===== src/rtl/current_pkg.sv =====
// Shared types and constants for the current display path.
package current_pkg;

    localparam int CUR_W    = 27;
    localparam int CUR_FRAC = 22;
    // Largest displayable magnitude, just under 3.0 A.
    localparam int CUR_MAX  = 3 * (2 ** CUR_FRAC) - 1;

    typedef enum logic [1:0] {
        ACCUM,
        SCALE,
        SAT
    } state_t;

    typedef logic signed [CUR_W-1:0] cur_t;

endpackage


===== src/rtl/sat_scale.sv =====
// Signed multiply by a constant gain, clamped to +/-CUR_MAX, held in a register
// that only loads on request. Shared with the power-path stage.
module sat_scale
    import current_pkg::*;
#(
    parameter int IN_W   = 12,
    parameter int GAIN_W = 20,
    parameter int GAIN   = 4096
) (
    input  logic                   clk,
    input  logic                   reset,
    input  logic                   load,
    input  logic signed [IN_W-1:0] din,
    output cur_t                   result,
    output logic                   sat_hit
);

    localparam int PROD_W = IN_W + GAIN_W;
    // Compare in a width that holds both the product and the clamp limits.
    localparam int EXT_W  = (PROD_W > CUR_W) ? PROD_W : CUR_W + 1;

    localparam logic signed [GAIN_W-1:0] GAIN_S = GAIN_W'(GAIN);
    localparam logic signed [EXT_W-1:0]  MAX_E  = EXT_W'(CUR_MAX);
    localparam logic signed [EXT_W-1:0]  MIN_E  = -MAX_E;

    logic signed [PROD_W-1:0] prod;
    logic signed [EXT_W-1:0]  prod_e;
    cur_t                     result_d;
    cur_t                     result_q;

    always_comb begin
        prod     = PROD_W'(din) * PROD_W'(GAIN_S);
        prod_e   = EXT_W'(prod);
        sat_hit  = 1'b0;
        result_d = result_q;
        if (load) begin
            if (prod_e > MAX_E) begin
                result_d = cur_t'(CUR_MAX);
                sat_hit  = 1'b1;
            end else if (prod_e < MIN_E) begin
                result_d = cur_t'(-CUR_MAX);
                sat_hit  = 1'b1;
            end else begin
                result_d = prod_e[CUR_W-1:0];
            end
        end
    end

    always_ff @(posedge clk) begin
        if (reset) result_q <= '0;
        else       result_q <= result_d;
    end

    assign result = result_q;

endmodule


===== src/rtl/current_averager.sv =====
// Averages signed ADC current codes over 2**LOG2_N samples, scales to Q5.22 amps,
// saturates, and holds the result between window boundaries.
module current_averager
    import current_pkg::*;
#(
    parameter int SAMPLE_W = 12,
    parameter int LOG2_N   = 8,
    parameter int GAIN_W   = 20,
    parameter int GAIN     = 4096
) (
    input  logic                       clk,
    input  logic                       reset,
    input  logic                       sample_valid,
    output logic                       sample_ready,
    input  logic signed [SAMPLE_W-1:0] sample,
    input  logic                       clip_clear,
    output cur_t                       current,
    output logic                       current_valid,
    output logic                       clipped
);

    localparam int ACC_W = SAMPLE_W + LOG2_N;

    state_t                     state_q, state_d;
    logic signed [ACC_W-1:0]    acc_q, acc_d;
    logic signed [ACC_W-1:0]    sum_q, sum_d;
    logic signed [SAMPLE_W-1:0] avg_q, avg_d;
    logic [LOG2_N-1:0]          cnt_q, cnt_d;
    logic                       ready_q, ready_d;
    logic                       valid_q, valid_d;
    logic                       clipped_q, clipped_d;

    logic xfer;
    logic load;
    logic sat_hit;

    assign xfer = sample_valid && ready_q;
    assign load = (state_q == SAT);

    // NOTE: every _d takes a default first, so no path leaves it unassigned and no latch is inferred.
    always_comb begin
        state_d   = state_q;
        acc_d     = acc_q;
        sum_d     = sum_q;
        avg_d     = avg_q;
        cnt_d     = cnt_q;
        valid_d   = 1'b0;
        clipped_d = (load && sat_hit) || (clipped_q && !clip_clear);

        unique case (state_q)
            ACCUM: begin
                if (xfer) begin
                    if (&cnt_q) begin
                        sum_d   = acc_q + ACC_W'(sample);
                        acc_d   = '0;
                        cnt_d   = '0;
                        state_d = SCALE;
                    end else begin
                        acc_d = acc_q + ACC_W'(sample);
                        cnt_d = cnt_q + LOG2_N'(1);
                    end
                end
            end
            SCALE: begin
                // Arithmetic shift floors toward -inf, so a sum of -1 averages to -1.
                avg_d   = SAMPLE_W'(sum_q >>> LOG2_N);
                state_d = SAT;
            end
            SAT: begin
                valid_d = 1'b1;
                state_d = ACCUM;
            end
            default: state_d = ACCUM;
        endcase

        ready_d = (state_d == ACCUM);
    end

    // NOTE: datapath registers are reset as well, so an aborted window leaves no stale sum behind.
    always_ff @(posedge clk) begin
        if (reset) begin
            state_q   <= ACCUM;
            acc_q     <= '0;
            sum_q     <= '0;
            avg_q     <= '0;
            cnt_q     <= '0;
            ready_q   <= 1'b1;
            valid_q   <= 1'b0;
            clipped_q <= 1'b0;
        end else begin
            state_q   <= state_d;
            acc_q     <= acc_d;
            sum_q     <= sum_d;
            avg_q     <= avg_d;
            cnt_q     <= cnt_d;
            ready_q   <= ready_d;
            valid_q   <= valid_d;
            clipped_q <= clipped_d;
        end
    end

    sat_scale #(
        .IN_W   (SAMPLE_W),
        .GAIN_W (GAIN_W),
        .GAIN   (GAIN)
    ) u_sat_scale (
        .clk     (clk),
        .reset   (reset),
        .load    (load),
        .din     (avg_q),
        .result  (current),
        .sat_hit (sat_hit)
    );

    assign sample_ready  = ready_q;
    assign current_valid = valid_q;
    assign clipped       = clipped_q;

endmodule


===== config.mk =====
export PLATFORM = sky130hd
export DESIGN_NAME = current_averager
export DESIGN_NICKNAME = d
export VERILOG_FILES = /design/src/rtl/current_pkg.sv /design/src/rtl/sat_scale.sv /design/src/rtl/current_averager.sv
export SDC_FILE = /design/constraint.sdc
export NUM_CORES = 1
export LEC_CHECK = 0
export ABC_AREA = 1
export CAP_MARGIN = 25
export CORE_MARGIN = 3
export CORE_UTILIZATION = 56
export DETAILED_ROUTE_END_ITERATION = 7
export GPL_ROUTABILITY_DRIVEN = 0
export GPL_TIMING_DRIVEN = 0
export PLACE_DENSITY = 0.8
export SLEW_MARGIN = 10
export SYNTH_ARGS = -nofsm -noshare
export SYNTH_HDL_FRONTEND = slang
export SYNTH_SLANG_ARGS = --single-unit

===== constraint.sdc =====
create_clock -name clk -period 2.25 [get_ports clk]
set_input_delay 0.225 -clock clk [delete_from_list [all_inputs] [get_ports clk]]
set_output_delay 0.225 -clock clk [all_outputs]
set_load 0.03 [all_outputs]

==> flow_summary.yaml, run 1 <==
outcome:
  outcome: "finished clean"
synthesis:
  synth_largest_area_cell: "dfxtp_1"
  avgSynthCellArea_sq_um: 6.919
  netlist_top_cells_count: "nand2_1 (202), dfxtp_1 (71), a21oi_1 (65)"
  synth_edf_count: 0
  synthArstFlopShare_pct: 0
  ys_seq_area_share_pct: 37.55
  synth_flop_cell: "dfxtp_1"
  yosysTopAreaCellShare_pct: 37.55
  ys_types: 35
  netlist_top_cells_area: "dfxtp_1 (38%), nand2_1 (20%), a21oi_1 (8.6%), ha_1 (6.6%), nand3_1 (5.0%)"
  synth.most_common_cell: "nand2_1"
  ys_ff_latch: 71
  syn_inst: 547
  netlist_area_sq_um: 3785
  yosysWarnings: 0
  syn_nets: 584
sta:
  post-route-period-util_pct: 89.13
  setup_violations: 0
  maxSlewViolCount: 0
  skew_ps: 10.88
  tightest_slew_ps: 586.1
  slew-limit-headroom_pct: 60.93
  fin_crit_ps: 2005
  final.setup.tns_ps: 0
  max_freq_ghz: 0.4987
  rsz0062_at_grt: "no"
  hold_viol: 0
power:
  seq_power_share_pct: 46.3
  power.share.switching_pct: 30.70
  pwr-share-comb_pct: 20.6
  leakage_nw: 1.980
  ir_worst_vdd_v: 0.0004022
  power.density_nw_per_um2: 632.2
  internal-power_mw: 1.987
  clkPwrFrac_pct: 33.1
  switchingPower_mw: 0.8802
layout:
  final_cell_area_sq_um: 4534
  fin_cells: 685
  final_nets: 640
  layout-drive-gt1-share_pct: 7.895
  syn_to_final_growth_pct: 19.80
  antennaDiodeCount: 0
job:
  cap_violations: 0
clock_tree:
  clkTransAtPathRegs_ps: 70
  holdBufCountCts: 0
  cts_buffers: 9
  cts_tree: "yes"
  clock-sinks: 71
  clock-root-buffer: "clkbuf_8"
  max-clock-path-buffers: 2
  htreeDepth: 3
  clk_latency_ps: 350
floorplan:
  fp.dieH_microns: 88.21
  core_area_sq_um: 6459
  dieArea_sq_um: 7781
  start_util_pct: 58.60
  num_rows: 29
  boundaryPins: 46
  die_width_microns: 88.21
global_routing:
  overflow: 0
  antenna_found_initial: 0
  grt_start_max_net_pins: 14
  grt_usage_pct: 24.16
  grt_pass1_wl_microns: 14770
  grt_pass1_vias: 3289
routing:
  wl_per_cell_microns: 13.19
  ant_nets: 0
  firstDrtPassIters: 5
  drt_iter0_drc: 195
  wl_microns: 9038
  drc: 0
  vias_per_cell: 5.272
  num_vias: 3611
setup_path:
  worstPathRequired_ps: 2450
  worst-setup-path-type: "flip-flop to flip-flop"
  worst-path-buf-inv: 0
  critPathMaxStageDelay_ps: 440
  end_kind: "flip-flop"
  crit_chain: "ha_1 > fa_1 > nand3_1 > nand3_1 > nand2_1 > nand2_1 > nand2_1 > nand3b_1 > nand3_1 > a21oi_1"
  crit_slowest_cell: "fa_1"
  path_delay_family: "simple AND/OR/NAND/NOR gates"
  critPathArrivalTime_ps: 2210
  worstSetupStartpointType: "flip-flop"
  crit_fanout: 4
place:
  io_buffers: 45
  post-dp-hpwl_microns: 6825
  dp_cells: 669
  dpl_cell_area_sq_um: 4332
min_path:
  hp-class: "input pin to flip-flop"
-- cells in the final DEF, fill, tap and decap left out, types with 11 or more instances in the layout --
cell type | synthesis | final
nand2_1 | 202 | 202
dfxtp_1 | 71 | 71
a21oi_1 | 65 | 65
clkdlybuf4s50_1 | 0 | 44
inv_1 | 42 | 42
nand3_1 | 38 | 38
nor2_1 | 30 | 30
ha_1 | 20 | 18
buf_4 | 13 | 13
clkbuf_8 | 0 | 11
-- flip-flops by register name, indices dropped and copies added, names as in the netlist --
signal and cells:
sum_q 12, cnt_q 8, state_q 2, u_sat_scale.result 14
clipped 1, acc_q 20, sample_ready 1, current_valid 1
avg_q 12
-- worst reg2reg max path, cell delays in order (launching register included) --
cell and delay (ps):
dfxtp_1 320, ha_1 220, fa_1 440, nand3_1 90, nand3_1 130, nand2_1 100
nand2_1 130, nand2_1 140, nand3b_1 120, nand3_1 120, a21oi_1 60
-- logic make-up (layout without fill, tap and decap cells) --
| kind of cell | after synthesis | in the layout | synth area share (%) |
|---|---|---|---|
| buf+inv | 72 | 133 | 8.925 |
| xor+xnor | 5 | 5 | 1.157 |
| compound gates | 75 | 75 | 10.25 |
| flops | 71 | 71 | 37.55 |
| fa+ha+maj | 21 | 21 | 7.141 |
| simple gates | 303 | 303 | 34.98 |
-- path summary, 6_finish.rpt --
path	start	to	slack [ps]	cells after the start
max	acc_q[0]	acc_q[16]	240	10
max reg2reg	acc_q[0]	acc_q[16]	240	10
min reg2reg	sum_q[19]	sum_q[19]	460	2
min	clip_clear	clipped	460	2
-- power by group through the flow --
stage / Clock [mW] / Sequential [mW] / Combinational (mW)
finish: 0.950 / 1.33 / 0.590
global route: 1.01 / 1.33 / 0.667
CTS: 0.957 / 1.33 / 0.573
detailed placement: 0 / 1.35 / 0.567
global placement: 0 / 1.35 / 0.553
floorplan: 0 / 1.35 / 0.431
-- through the flow --
stage | worst slack [ps] | utilization, % | power [mW] | hold slack (ps)
floorplan | 512.3 | - | 1.780 | 301.1
global placement | -74.12 | 67.07 | 1.904 | 443.7
detailed placement | -124.4 | 67.07 | 1.921 | 440.0
CTS | 230.2 | 69.93 | 2.855 | 443.6
global route | 81.48 | 70.21 | 3.011 | 437.8
finish | 244.6 | 70.21 | 2.867 | 455.2
-- area by class of cell --
cell class              instances  area [sq um]
clock inverters                 4         30.03
clock buffers                  12         155.1
multi-input cells             404          2041
flip-flops and latches         71          1421
well taps                      77         96.34
repair buffers                 45         452.9
plain buffers                  28         170.2
inverters                      44         167.7
fillers                       545          1924
-- per-layer routing --
layer  GRT usage, %  up-vias  part of all wire, %
met5              0        -                    0
met4          6.319        0                  2.2
met2          39.16      104                   45
li1               -     1868                    -
met1          32.58     1622                   47
met3          5.587       17                  5.9
-- repair_timing --
item,CTS,global route
gates resized for setup,0,3
hold endpoints to repair,0,0
setup buffers,0,0
setup endpoints to repair,0,1
(Power assumes the default switching activity.)
==> inputs of run 2 (changes only) <==
- SKIP_CTS_REPAIR_TIMING: unset -> 1
==> results of run 2 <==
Same layout as run 1: the final DEF is identical, and so are final timing and power.
==> inputs of run 3 (changes only) <==
- REMOVE_ABC_BUFFERS: unset -> 1
- SLEW_MARGIN: 10 -> 15
==> flow_summary.yaml, run 3 (synthesized netlist as in run 1, its figures left out) <==
min_path:
  hp-class: "input pin to flip-flop"
sta:
  post-route-period-util_pct: 91.89
  hold_viol: 0
  setup_ws_ps: 182.5
  fin_crit_ps: 2068
  tightest_slew_ps: 776.1
  skew_ps: 10.01
  rsz0062_at_grt: "no"
  max_freq_ghz: 0.4837
  slew-limit-headroom_pct: 48.07
  maxSlewViolCount: 0
  setup_violations: 0
floorplan:
  boundaryPins: 46
  dieArea_sq_um: 7781
  core_area_sq_um: 6459
  die_width_microns: 88.21
  start_util_pct: 58.60
  num_rows: 29
  fp.dieH_microns: 88.21
routing:
  num_vias: 3419
  wl_per_cell_microns: 11.84
  wl_microns: 7792
  drc: 0
  drt_iter0_drc: 162
  firstDrtPassIters: 4
  vias_per_cell: 5.196
  ant_nets: 0
layout:
  final_cell_mix: "nand2_1 (202), dfxtp_1 (71), a21oi_1 (65)"
  final_common_cell: "nand2_1"
  final_nets: 613
  largest_register_ffs: 20
  regMostFlops: "acc_q"
  antennaDiodeCount: 0
  syn_to_final_growth_pct: 17.12
  fin_cells: 658
  fillCellCount: 553
  layout-drive-gt1-share_pct: 5.680
power:
  power.share.switching_pct: 28.35
  seq_power_share_pct: 41.8
  clkPwrFrac_pct: 40.3
  pwr-share-comb_pct: 17.8
  leakage_nw: 1.917
  power.density_nw_per_um2: 714.0
  switchingPower_mw: 0.8974
  total_power_mw: 3.165
  ir_worst_vdd_v: 0.0003694
  internal-power_mw: 2.268
setup_path:
  crit_fanout: 9
  reg2reg_slack_ps: 310
  worstSetupStartpointType: "input pin"
  end_kind: "flip-flop"
  worst-setup-path-type: "input pin to flip-flop"
  worstPathRequired_ps: 2540
  critPathArrivalTime_ps: 2350
outcome:
  outcome: "finished clean"
clock_tree:
  clock-sinks: 71
  htreeDepth: 3
  cts_buffers: 9
  clkTransAtPathRegs_ps: 80
  cts_tree: "yes"
  clock-root-buffer: "clkbuf_8"
  max-clock-path-buffers: 2
  clk_latency_ps: 360
place:
  post-dp-hpwl_microns: 5635
  io_buffers: 45
  dp_cells: 642
  post-place-ws_ps: -221.6
global_routing:
  grt_pass1_wl_microns: 13850
  overflow: 0
  grt_pass1_vias: 3336
  antenna_found_initial: 0
  grt_start_max_net_pins: 44
  grt_usage_pct: 22.01
job:
  cap_violations: 0
run 3: cell types whose count changed in the layout (fill, tap and decap cells not counted), moves of 3 or more:
cell / previous run / this run
buf_4: 13 / 0
buf_1: 3 / 0
bufinv_16: 0 / 3
clkbuf_1: 10 / 0
run 3: worst paths after layout:
| check | from | depth (start not counted) | end |
|---|---|---|---|
| worst max-delay path | sample[11] | 10 | acc_q[19] |
| worst min-delay path | reset | 2 | cnt_q[2] |
| worst max register to register | acc_q[0] | 11 | acc_q[16] |
| worst min register to register | sum_q[11] | 2 | avg_q[3] |
run 3: cell type report:
class / instances / area, sq um / area share, %
Clock buffer: 9 / 123.9 / 2.794
Clock inverter: 7 / 127.6 / 2.879
Inverter: 44 / 167.7 / 3.782
Multi-Input combinational cell: 404 / 2031 / 45.81
Sequential cell: 71 / 1421 / 32.06
Tap cell: 77 / 96.34 / 2.173
Timing Repair Buffer: 46 / 465.4 / 10.50
run 3: critical path, cell delays in order:
cell and delay [ps]:
clkdlybuf4s50_1 660, ha_1 500, nand2_1 120, nor2_1 170
inv_1 60, nor2_1 130, nand3_1 110, nand4_1 140
nand3_1 90, a21oi_1 150
run 3: power by group through the flow:
stage / combinational, mW / clock [mW] / sequential, mW
after floorplan: 0.413 / 0 / 1.35
after global placement: 0.534 / 0 / 1.35
after detailed placement: 0.553 / 0 / 1.35
after CTS: 0.559 / 1.30 / 1.32
after global routing: 0.652 / 1.35 / 1.33
final: 0.565 / 1.28 / 1.32
run 3: metal layers:
metal	part of all wire [%]	GRT usage, %
met4	1.5	7.418
met1	44	24.90
met2	49	40.04
met3	5.5	5.680
met5	0	0
run 3: through the flow:
step                util (%)  instance area, sq um  setup TNS, ps  hold WS, ps
finish                 68.64                  4433              0        253.9
global route           68.64                  4433              0        265.2
CTS                    68.56                  4428              0        253.2
detailed placement     64.66                  4177          -4020        444.6
global placement       64.43                  4161         -30190        438.0
floorplan                  -                  3615          -7580        294.1
